## config.mk

```make
export PLATFORM = sky130hd
export DESIGN_NAME = acq_ctrl_flat
export DESIGN_NICKNAME = d
export VERILOG_FILES = /design/src/rtl/acq_ctrl_if.sv /design/src/rtl/acq_ctrl.sv /design/src/flat_wrapper.sv
export SDC_FILE = /design/constraint.sdc
export NUM_CORES = 1
export LEC_CHECK = 0
export BUFFER_PORTS_ARGS = -buffer_cell sky130_fd_sc_hd__buf_2
export CAP_MARGIN = 20
export CORE_MARGIN = 3
export CORE_UTILIZATION = 33
export DETAILED_ROUTE_END_ITERATION = 10
export SYNTH_ARGS = -nofsm -noshare
export SYNTH_HDL_FRONTEND = slang
export SYNTH_SLANG_ARGS = --single-unit
```

## constraint.sdc

```tcl
create_clock -name clk -period 8.57 [get_ports clk]
set_input_delay 0.857 -clock clk [delete_from_list [all_inputs] [get_ports clk]]
set_output_delay 0.857 -clock clk [all_outputs]
set_load 0.005 [all_outputs]
```

## src/rtl/acq_ctrl_if.sv

```systemverilog
// Bus bundle for acq_ctrl: control pulses, ADC stream, buffer RAM ports and readback.
// The slave modport is the controller's view; master is the driver/RAM side.
interface acq_ctrl_if #(
   parameter int ADDR_W = 10,
   parameter int DATA_W = 10
);
   logic              start;
   logic              abort;
   logic              trig;
   logic [ADDR_W:0]   len;
   logic [DATA_W-1:0] adc_data;
   logic              adc_valid;
   logic              rd_en;

   logic              busy;
   logic              done;
   logic [ADDR_W:0]   wr_count;

   logic              ram_wr;
   logic [ADDR_W-1:0] ram_waddr;
   logic [DATA_W-1:0] ram_wdata;
   logic              ram_rd;
   logic [ADDR_W-1:0] ram_raddr;
   logic [DATA_W-1:0] ram_rdata;

   logic              rd_valid;
   logic [DATA_W-1:0] rd_data;
   logic              rd_last;

   modport slave (
      input  start, abort, trig, len, adc_data, adc_valid, rd_en, ram_rdata,
      output busy, done, wr_count,
      output ram_wr, ram_waddr, ram_wdata, ram_rd, ram_raddr,
      output rd_valid, rd_data, rd_last
   );

   modport master (
      output start, abort, trig, len, adc_data, adc_valid, rd_en, ram_rdata,
      input  busy, done, wr_count,
      input  ram_wr, ram_waddr, ram_wdata, ram_rd, ram_raddr,
      input  rd_valid, rd_data, rd_last
   );
endinterface

```

## src/rtl/acq_ctrl.sv

```systemverilog
// Triggered acquisition controller: arms on start, fills a buffer RAM with len samples
// after a trigger, then replays the buffer circularly on rd_en.
module acq_ctrl #(
   parameter int ADDR_W = 10,
   parameter int DATA_W = 10
) (
   input  logic      clk,
   input  logic      rst_n,
   acq_ctrl_if.slave bus
);

   typedef enum logic [1:0] {
      IDLE  = 2'd0,
      ARMED = 2'd1,
      ACQ   = 2'd2,
      DONE  = 2'd3
   } state_t;

   localparam logic [ADDR_W:0]   DEPTH   = {1'b1, {ADDR_W{1'b0}}};
   localparam logic [ADDR_W:0]   CNT_ONE = (ADDR_W+1)'(1);
   localparam logic [ADDR_W-1:0] PTR_ONE = ADDR_W'(1);

   state_t            state_q,     state_d;
   logic [ADDR_W:0]   len_q,       len_d;
   logic [ADDR_W:0]   wr_count_q,  wr_count_d;
   logic [ADDR_W-1:0] wptr_q,      wptr_d;
   logic [ADDR_W-1:0] rptr_q,      rptr_d;
   logic              ram_wr_q,    ram_wr_d;
   logic [ADDR_W-1:0] ram_waddr_q, ram_waddr_d;
   logic [DATA_W-1:0] ram_wdata_q, ram_wdata_d;
   logic              rd_valid_q,  rd_valid_d;
   logic              rd_last_q,   rd_last_d;

   logic [ADDR_W:0]   last_idx;
   logic [ADDR_W:0]   len_clamped;
   logic              start_ok;
   logic              wr_final;
   logic              rd_at_last;
   logic              rd_ok;

   // A read is blocked only when it would hit the location still being written,
   // which can happen solely on the first DONE cycle of a one-sample capture.
   always_comb begin
      last_idx    = len_q - CNT_ONE;
      len_clamped = (bus.len == '0 || bus.len > DEPTH) ? DEPTH : bus.len;
      start_ok    = bus.start && !bus.abort && (state_q == IDLE || state_q == DONE);
      wr_final    = (wr_count_q == last_idx);
      rd_at_last  = ({1'b0, rptr_q} == last_idx);
      rd_ok       = rst_n && (state_q == DONE) && bus.rd_en &&
                    !(ram_wr_q && (ram_waddr_q == rptr_q));
   end

   always_comb begin
      state_d     = state_q;
      len_d       = len_q;
      wr_count_d  = wr_count_q;
      wptr_d      = wptr_q;
      rptr_d      = rptr_q;
      ram_wr_d    = 1'b0;
      ram_waddr_d = ram_waddr_q;
      ram_wdata_d = ram_wdata_q;
      rd_valid_d  = 1'b0;
      rd_last_d   = 1'b0;

      if (bus.abort) begin
         state_d = IDLE;
      end else if (start_ok) begin
         state_d    = ARMED;
         len_d      = len_clamped;
         wr_count_d = '0;
         wptr_d     = '0;
      end else begin
         case (state_q)
            IDLE: begin
            end
            ARMED: begin
               if (bus.trig) begin
                  state_d = ACQ;
               end
            end
            ACQ: begin
               // The pointer holds on the final sample so it never passes len_q-1.
               if (bus.adc_valid) begin
                  ram_wr_d    = 1'b1;
                  ram_waddr_d = wptr_q;
                  ram_wdata_d = bus.adc_data;
                  wr_count_d  = wr_count_q + CNT_ONE;
                  if (wr_final) begin
                     state_d = DONE;
                     rptr_d  = '0;
                  end else begin
                     wptr_d = wptr_q + PTR_ONE;
                  end
               end
            end
            DONE: begin
               if (rd_ok) begin
                  rd_valid_d = 1'b1;
                  rd_last_d  = rd_at_last;
                  rptr_d     = rd_at_last ? '0 : rptr_q + PTR_ONE;
               end
            end
            default: begin
               state_d = IDLE;
            end
         endcase
      end
   end

   always_ff @(posedge clk) begin
      if (!rst_n) begin
         state_q     <= IDLE;
         len_q       <= '0;
         wr_count_q  <= '0;
         wptr_q      <= '0;
         rptr_q      <= '0;
         ram_wr_q    <= 1'b0;
         ram_waddr_q <= '0;
         ram_wdata_q <= '0;
         rd_valid_q  <= 1'b0;
         rd_last_q   <= 1'b0;
      end else begin
         state_q     <= state_d;
         len_q       <= len_d;
         wr_count_q  <= wr_count_d;
         wptr_q      <= wptr_d;
         rptr_q      <= rptr_d;
         ram_wr_q    <= ram_wr_d;
         ram_waddr_q <= ram_waddr_d;
         ram_wdata_q <= ram_wdata_d;
         rd_valid_q  <= rd_valid_d;
         rd_last_q   <= rd_last_d;
      end
   end

   assign bus.busy      = (state_q == ARMED) || (state_q == ACQ);
   assign bus.done      = (state_q == DONE);
   assign bus.wr_count  = wr_count_q;
   assign bus.ram_wr    = ram_wr_q;
   assign bus.ram_waddr = ram_waddr_q;
   assign bus.ram_wdata = ram_wdata_q;
   assign bus.ram_rd    = rd_ok;
   assign bus.ram_raddr = rptr_q;
   assign bus.rd_valid  = rd_valid_q;
   assign bus.rd_data   = bus.ram_rdata;
   assign bus.rd_last   = rd_last_q;

   a_no_rw_collision: assert property (@(posedge clk) disable iff (!rst_n)
      !(bus.ram_wr && bus.ram_rd && (bus.ram_waddr == bus.ram_raddr)));

   a_wptr_in_range: assert property (@(posedge clk) disable iff (!rst_n)
      (state_q == IDLE) || ({1'b0, wptr_q} <= last_idx));

endmodule

```

## src/flat_wrapper.sv

```systemverilog
// flat-port wrapper written by rule: the top's interface ports become plain ports
module acq_ctrl_flat 
#(
   parameter int ADDR_W = 10,
   parameter int DATA_W = 10
)
  (clk, rst_n, bus_start, bus_abort, bus_trig, bus_len, bus_adc_data, bus_adc_valid, bus_rd_en, bus_ram_rdata, bus_busy, bus_done, bus_wr_count, bus_ram_wr, bus_ram_waddr, bus_ram_wdata, bus_ram_rd, bus_ram_raddr, bus_rd_valid, bus_rd_data, bus_rd_last);
  acq_ctrl_if #(.ADDR_W(ADDR_W), .DATA_W(DATA_W)) bus_i ();
  input  logic clk;
  input  logic rst_n;
  input wire logic [$bits(bus_i.start)-1:0] bus_start;
  input wire logic [$bits(bus_i.abort)-1:0] bus_abort;
  input wire logic [$bits(bus_i.trig)-1:0] bus_trig;
  input wire logic [$bits(bus_i.len)-1:0] bus_len;
  input wire logic [$bits(bus_i.adc_data)-1:0] bus_adc_data;
  input wire logic [$bits(bus_i.adc_valid)-1:0] bus_adc_valid;
  input wire logic [$bits(bus_i.rd_en)-1:0] bus_rd_en;
  input wire logic [$bits(bus_i.ram_rdata)-1:0] bus_ram_rdata;
  output wire logic [$bits(bus_i.busy)-1:0] bus_busy;
  output wire logic [$bits(bus_i.done)-1:0] bus_done;
  output wire logic [$bits(bus_i.wr_count)-1:0] bus_wr_count;
  output wire logic [$bits(bus_i.ram_wr)-1:0] bus_ram_wr;
  output wire logic [$bits(bus_i.ram_waddr)-1:0] bus_ram_waddr;
  output wire logic [$bits(bus_i.ram_wdata)-1:0] bus_ram_wdata;
  output wire logic [$bits(bus_i.ram_rd)-1:0] bus_ram_rd;
  output wire logic [$bits(bus_i.ram_raddr)-1:0] bus_ram_raddr;
  output wire logic [$bits(bus_i.rd_valid)-1:0] bus_rd_valid;
  output wire logic [$bits(bus_i.rd_data)-1:0] bus_rd_data;
  output wire logic [$bits(bus_i.rd_last)-1:0] bus_rd_last;
  assign bus_i.start = bus_start;
  assign bus_i.abort = bus_abort;
  assign bus_i.trig = bus_trig;
  assign bus_i.len = bus_len;
  assign bus_i.adc_data = bus_adc_data;
  assign bus_i.adc_valid = bus_adc_valid;
  assign bus_i.rd_en = bus_rd_en;
  assign bus_i.ram_rdata = bus_ram_rdata;
  assign bus_busy = bus_i.busy;
  assign bus_done = bus_i.done;
  assign bus_wr_count = bus_i.wr_count;
  assign bus_ram_wr = bus_i.ram_wr;
  assign bus_ram_waddr = bus_i.ram_waddr;
  assign bus_ram_wdata = bus_i.ram_wdata;
  assign bus_ram_rd = bus_i.ram_rd;
  assign bus_ram_raddr = bus_i.ram_raddr;
  assign bus_rd_valid = bus_i.rd_valid;
  assign bus_rd_data = bus_i.rd_data;
  assign bus_rd_last = bus_i.rd_last;
  acq_ctrl #(.ADDR_W(ADDR_W), .DATA_W(DATA_W)) u_core (.clk(clk), .rst_n(rst_n), .bus(bus_i));
endmodule
```

==> flow_metrics.env, run 1 <==
export IMPL_status="finished clean"
export IMPL_max_freq_mhz=303
export IMPL_die_area_um2=13500
export IMPL_post_cts_buffers=0
export IMPL_leakagePower_nw=1.84
export IMPL_pre_cts_ws_ns=5.32
export IMPL_cts_tree="done"
export IMPL_insertion_delay_ns=0.33
export IMPL_syn_area_um2=4020
export IMPL_detailed_place_hpwl_mm=8.34
export IMPL_ys_warn_count=0
export IMPL_drc=0
export IMPL_ant_nets=0
export IMPL_async_flop_share_pct=0
export IMPL_worstPathArrival_ns=3.49
export IMPL_rsz0062_at_grt="false"
export IMPL_holdCritPathClass="reg -> reg"
export IMPL_setup_ws_ns=5.27
export IMPL_synth_edf_count=0
export IMPL_finalHoldViolCount=0
export IMPL_slew_viol_final=0
export IMPL_path_max_fanout=12
export IMPL_num_vias=3724
export IMPL_synth_flop_cell="dfxtp_1"
export IMPL_drive_gt1_share_pct=22.1
export IMPL_numCtsBuffers=9
export IMPL_ys_types=75
export IMPL_power_density_nw_per_um2=158
export IMPL_grt_start_max_net_pins=51
export IMPL_clock_skew_ns=0.00839
export IMPL_dieWidth_um=116
export IMPL_min_period_ns=3.30
export IMPL_cts_max_level=3
export IMPL_grt_ovfl_total=0
export IMPL_ys_ff_latch=67
export IMPL_fin_nets=574
export IMPL_drt_vias_per_instance=5.50
export IMPL_end_kind="flop"
export IMPL_hold_buffers=0
export IMPL_final_util_pct=39.9
export IMPL_synth_avg_cell_area_um2=8.41
export IMPL_ir_drop_mv=0.0882
export IMPL_routedWlPerCell_um=16.7
export IMPL_coreArea_um2=11700
export IMPL_die_y_um=116
export IMPL_clk_pin_slew_ns=0.06
export IMPL_period_share_pct=38.5
export IMPL_max_cap_violations=0
export IMPL_portBuffers=74
export IMPL_syn2layout_area_growth_pct=15.8
export IMPL_fin_tns_setup_ns=0
export IMPL_hold_ws_ns=0.466
export IMPL_first_iter_violations=188
export IMPL_worst_pin_slew_ns=0.956
export IMPL_cts_sinks=67
export IMPL_synthesis_nets=523
export IMPL_grt_usage_pct=17.0
export IMPL_cts_resized=0
export IMPL_crit_type="reg -> reg"
export IMPL_cp_start_kind="flop"
export IMPL_n_antenna_cell=0
export IMPL_finalPower_mw=0.734
export IMPL_slew_limit_headroom_pct=36.1
export IMPL_crit_required_ns=8.77
export IMPL_setup_viol=0
export IMPL_std_cell_rows=39
export IMPL_dr_pass1_iters=5
export IMPL_cts_root_buf="clkbuf_16"
export IMPL_initial_utilization_pct=34.5
export IMPL_io_pins=95
export IMPL_gp_congestion=0.857
export IMPL_finalWirelength_mm=11.3
export IMPL_grt_first_pass_wirelength_mm=18.1
export IMPL_syn_inst=478
export IMPL_antenna_found_initial=0
export IMPL_ys_seq_area_share_pct=33.4
export IMPL_cts_buffer_depth=2
export IMPL_grt_pass1_vias=3585
-- Yosys cell counts (all sizes together), types with 9 or more instances --
master / count / area share [%]
xnor2: 23 / 5.0
nor2: 17 / 1.6
nand4: 9 / 1.6
o211ai: 10 / 2.2
inv: 13 / 1.2
a21boi: 20 / 3.7
dfxtp: 67 / 33
a21oi: 10 / 1.2
and3: 16 / 2.5
nand3: 16 / 2.2
nand2: 72 / 6.8
clkbuf: 14 / 1.3
xor2: 12 / 2.6
nor3: 15 / 2.1
nor4: 9 / 1.7
buf: 21 / 3.7
o21ai: 27 / 3.5
-- metrics by stage --
step,cells,instance area [um^2]
detailed placement,661,4380
floorplan,478,4020
CTS,677,4660
global route,677,4660
global placement,661,4380
finish,677,4660
-- state kept, by name, summed over array words and instances, names as in the netlist --
| register | count |
|---|---|
| u_core.bus.rd_valid | 1 |
| u_core.wptr_q | 10 |
| u_core.bus.ram_wdata | 10 |
| u_core.bus.ram_waddr | 10 |
| u_core.bus.ram_raddr | 10 |
| u_core.len_q | 11 |
| u_core.bus.ram_wr | 1 |
| u_core.bus.rd_last | 1 |
| u_core.state_q | 2 |
| u_core.bus.wr_count | 11 |
-- power by group --
group	internal, mW	switching (mW)
sequential	0.314	0.00484
combinational	0.0301	0.0425
clock	0.203	0.140
total	0.547	0.188
-- final cells by class --
type	instances	area, um^2
clock buffers	10	239
fillers	1144	7000
inverters	13	48.8
well taps	143	179
repair buffers	75	378
clock inverters	6	41.3
multi-input cells	363	2430
flip-flops and latches	67	1340
-- cells in the final DEF, fill, tap and decap left out, types with 6 or more instances in the layout --
cell type and n:
xnor2_1 23, inv_1 13, clkbuf_16 9, xor2_1 12
and3_1 16, buf_2 74, nor3_1 13, o21ai_0 24
nand3_1 14, ha_1 7, nand2_1 70, nor4_1 7
o211ai_1 9, nand2b_1 8, a21oi_1 10, dfxtp_1 67
and2_1 7, a22o_1 7, nand4_1 8, a21boi_0 20
a31o_1 6, nor2_1 17, or3_1 7
-- routing by layer --
metal | vias up | routed length (um) | track usage, %
li1 | 1817 | - | -
met1 | 1789 | 4970 | 21.3
met2 | 99 | 5490 | 28.6
met3 | 19 | 655 | 3.78
met4 | 0 | 181 | 6.50
met5 | - | 0 | 0
-- cell families after synthesis --
group                      count (synthesis)  synth area share [%]
adders and majority gates                  7                  2.18
xor gates and xnor gates                  36                  8.18
DFF                                       67                  33.4
and+or+nand+nor                          202                  27.6
muxes                                      1                 0.249
buffers and inverters                     48                  6.19
AOI/OAI and AO/OA                        117                  22.2
-- critical path, stage by stage (launching register included) --
cell     delay [ns]
dfxtp_1        0.42
inv_1          0.11
ha_1           0.34
nor3b_2        0.46
o22ai_1        0.15
nor4_1         0.34
nand4_2        0.27
o31ai_2        0.75
mux2i_1        0.27
nor2_1         0.06
-- final timing paths --
check,from,to,slack [ns],depth (start not counted)
max,u_core.len_q[0],u_core.wptr_q[1],5.27,9
min,u_core.bus.ram_wdata[1],u_core.bus.ram_wdata[1],0.47,2
max reg2reg,u_core.len_q[0],u_core.wptr_q[1],5.27,9
min reg2reg,u_core.bus.ram_wdata[1],u_core.bus.ram_wdata[1],0.47,2
No activity file was read; power rests on OpenSTA's default activity.
==> run 2: changes to the inputs <==
==> constraint.sdc (replaced) <==
create_clock -name clk -period 2.7 [get_ports clk]
set_input_delay 0.27 -clock clk [delete_from_list [all_inputs] [get_ports clk]]
set_output_delay 0.27 -clock clk [all_outputs]
set_load 0.005 [all_outputs]
==> run 2 against run 1 <==
Net effect: count of clock-buffer cells in the layout grew 1; worst hold slack lost 0.31 ns; non-clock buffer count grew 36; register-to-register slack lost 5.2 ns.
==> flow_metrics.env, run 2 (synthesis gave the netlist of run 1 again) <==
export IMPL_status="finished clean"
export IMPL_finalWirelength_mm=12.0
export IMPL_grt_start_max_net_pins=27
export IMPL_max_freq_mhz=382
export IMPL_worst_pin_slew_ns=0.583
export IMPL_min_period_ns=2.62
export IMPL_ant_nets=0
export IMPL_slew_viol_final=0
export IMPL_die_y_um=116
export IMPL_cts_max_level=3
export IMPL_portBuffers=74
export IMPL_initial_utilization_pct=34.5
export IMPL_grt_usage_pct=18.0
export IMPL_cts_buffer_depth=2
export IMPL_period_share_pct=96.9
export IMPL_power_density_nw_per_um2=506
export IMPL_drt_vias_per_instance=5.43
export IMPL_die_area_um2=13500
export IMPL_setup_viol=0
export IMPL_dr_pass1_iters=4
export IMPL_fin_nets=610
export IMPL_crit_type="reg -> reg"
export IMPL_drc=0
export IMPL_drive_gt1_share_pct=29.3
export IMPL_cts_root_buf="clkbuf_16"
export IMPL_worstPathArrival_ns=2.84
export IMPL_first_iter_violations=324
export IMPL_cp_start_kind="flop"
export IMPL_cts_tree="done"
export IMPL_grt_first_pass_wirelength_mm=19.0
export IMPL_io_pins=95
export IMPL_finalHoldViolCount=0
export IMPL_num_vias=3869
export IMPL_holdCritPathClass="in -> reg"
export IMPL_finalPower_mw=2.59
export IMPL_crit_required_ns=2.92
export IMPL_slew_limit_headroom_pct=61.0
export IMPL_std_cell_rows=39
export IMPL_max_cap_violations=0
export IMPL_fin_tns_setup_ns=0
export IMPL_syn2layout_area_growth_pct=27.3
export IMPL_gp_congestion=0.888
export IMPL_antenna_found_initial=0
export IMPL_path_max_fanout=8
export IMPL_clock_skew_ns=0.00519
export IMPL_routedWlPerCell_um=16.9
export IMPL_end_kind="flop"
export IMPL_final_cell_mix="buf_2, nand2_1, dfxtp_1"
export IMPL_cts_sinks=67
export IMPL_leakagePower_nw=2.09
export IMPL_numCtsBuffers=9
export IMPL_dieWidth_um=116
export IMPL_detailed_place_hpwl_mm=9.12
export IMPL_coreArea_um2=11700
export IMPL_grt_pass1_vias=3802
export IMPL_layout_commonest_cell="buf_2"
export IMPL_n_antenna_cell=0
export IMPL_ir_drop_mv=0.323
export IMPL_grt_ovfl_total=0
export IMPL_clk_pin_slew_ns=0.06
export IMPL_insertion_delay_ns=0.33
[run 2: changes by cell type in the layout (fill, tap and decap cells not counted), sizes merged]
cell	change
clkbuf	+1
buf	+36
inv	+1
bufinv	+2
clkinv	-2
clkinvlp	-2
[run 2: what timing repair did]
item	CTS	global route
setup buffers	0	3
pin swaps	0	13
hold buffers	0	0
resized for setup	2	23
cloned	0	1
endpoints found under the setup margin	1	19
[run 2: worst max-delay path, stage by stage, from the launching register on]
cell and delay, ns:
dfxtp_1 0.31, buf_4 0.18, or4_4 0.55, or3_1 0.40, a22oi_2 0.21, nand4b_4 0.16
o21ai_2 0.30, o211ai_1 0.15, a31o_1 0.25
[run 2: worst paths after layout]
kind,from,end,slack (ns),cells after the start
setup / recovery,u_core.len_q[0],u_core.bus.ram_raddr[3],0.08,8
hold reg to reg,u_core.bus.ram_wdata[4],u_core.bus.ram_wdata[4],0.46,2
hold / removal,bus_len[4],u_core.len_q[4],0.16,2
setup reg to reg,u_core.len_q[0],u_core.bus.ram_raddr[3],0.08,8
[run 2: where the power goes]
| part | switching [mW] | total, mW | internal (mW) |
|---|---|---|---|
| clock network | 0.446 | 1.28 | 0.838 |
| registers | 0.0105 | 1.01 | 0.996 |
| logic | 0.165 | 0.299 | 0.134 |
| total | 0.622 | 2.59 | 1.97 |
[run 2: metrics by stage]
| stage | utilization, % | cells | instance area, um^2 | worst slack (ns) | hold WS [ns] |
|---|---|---|---|---|---|
| 2_1_floorplan | - | 478 | 4030 | 0.00268 | 0.358 |
| 3_3_place_gp | 39.7 | 693 | 4630 | 0.0884 | 0.448 |
| 3_5_place_dp | 39.7 | 693 | 4630 | -0.00795 | 0.458 |
| 4_1_cts | 42.6 | 709 | 4970 | 0.0116 | 0.151 |
| 5_1_grt | 43.9 | 713 | 5120 | -0.00335 | 0.161 |
| 6_report | 43.9 | 713 | 5120 | 0.0843 | 0.161 |
[run 2: routing by layer]
metal	part of all wire (%)	wire length [um]	track usage, %	up-vias
li1	-	-	-	1893
met1	43	5210	21.9	1853
met2	49	5890	30.1	103
met3	5.4	655	4.72	20
met4	2.2	266	7.27	0
met5	0	0	0	-
[run 2: area by class of cell]
cell class,count,area [um^2]
clock buffer,11,243
tap,143,179
clock inverter,5,85.1
timing repair buffer,111,653
sequential,67,1340
inverter,13,48.8
fill,1106,6540
multi-input combinational,363,2570
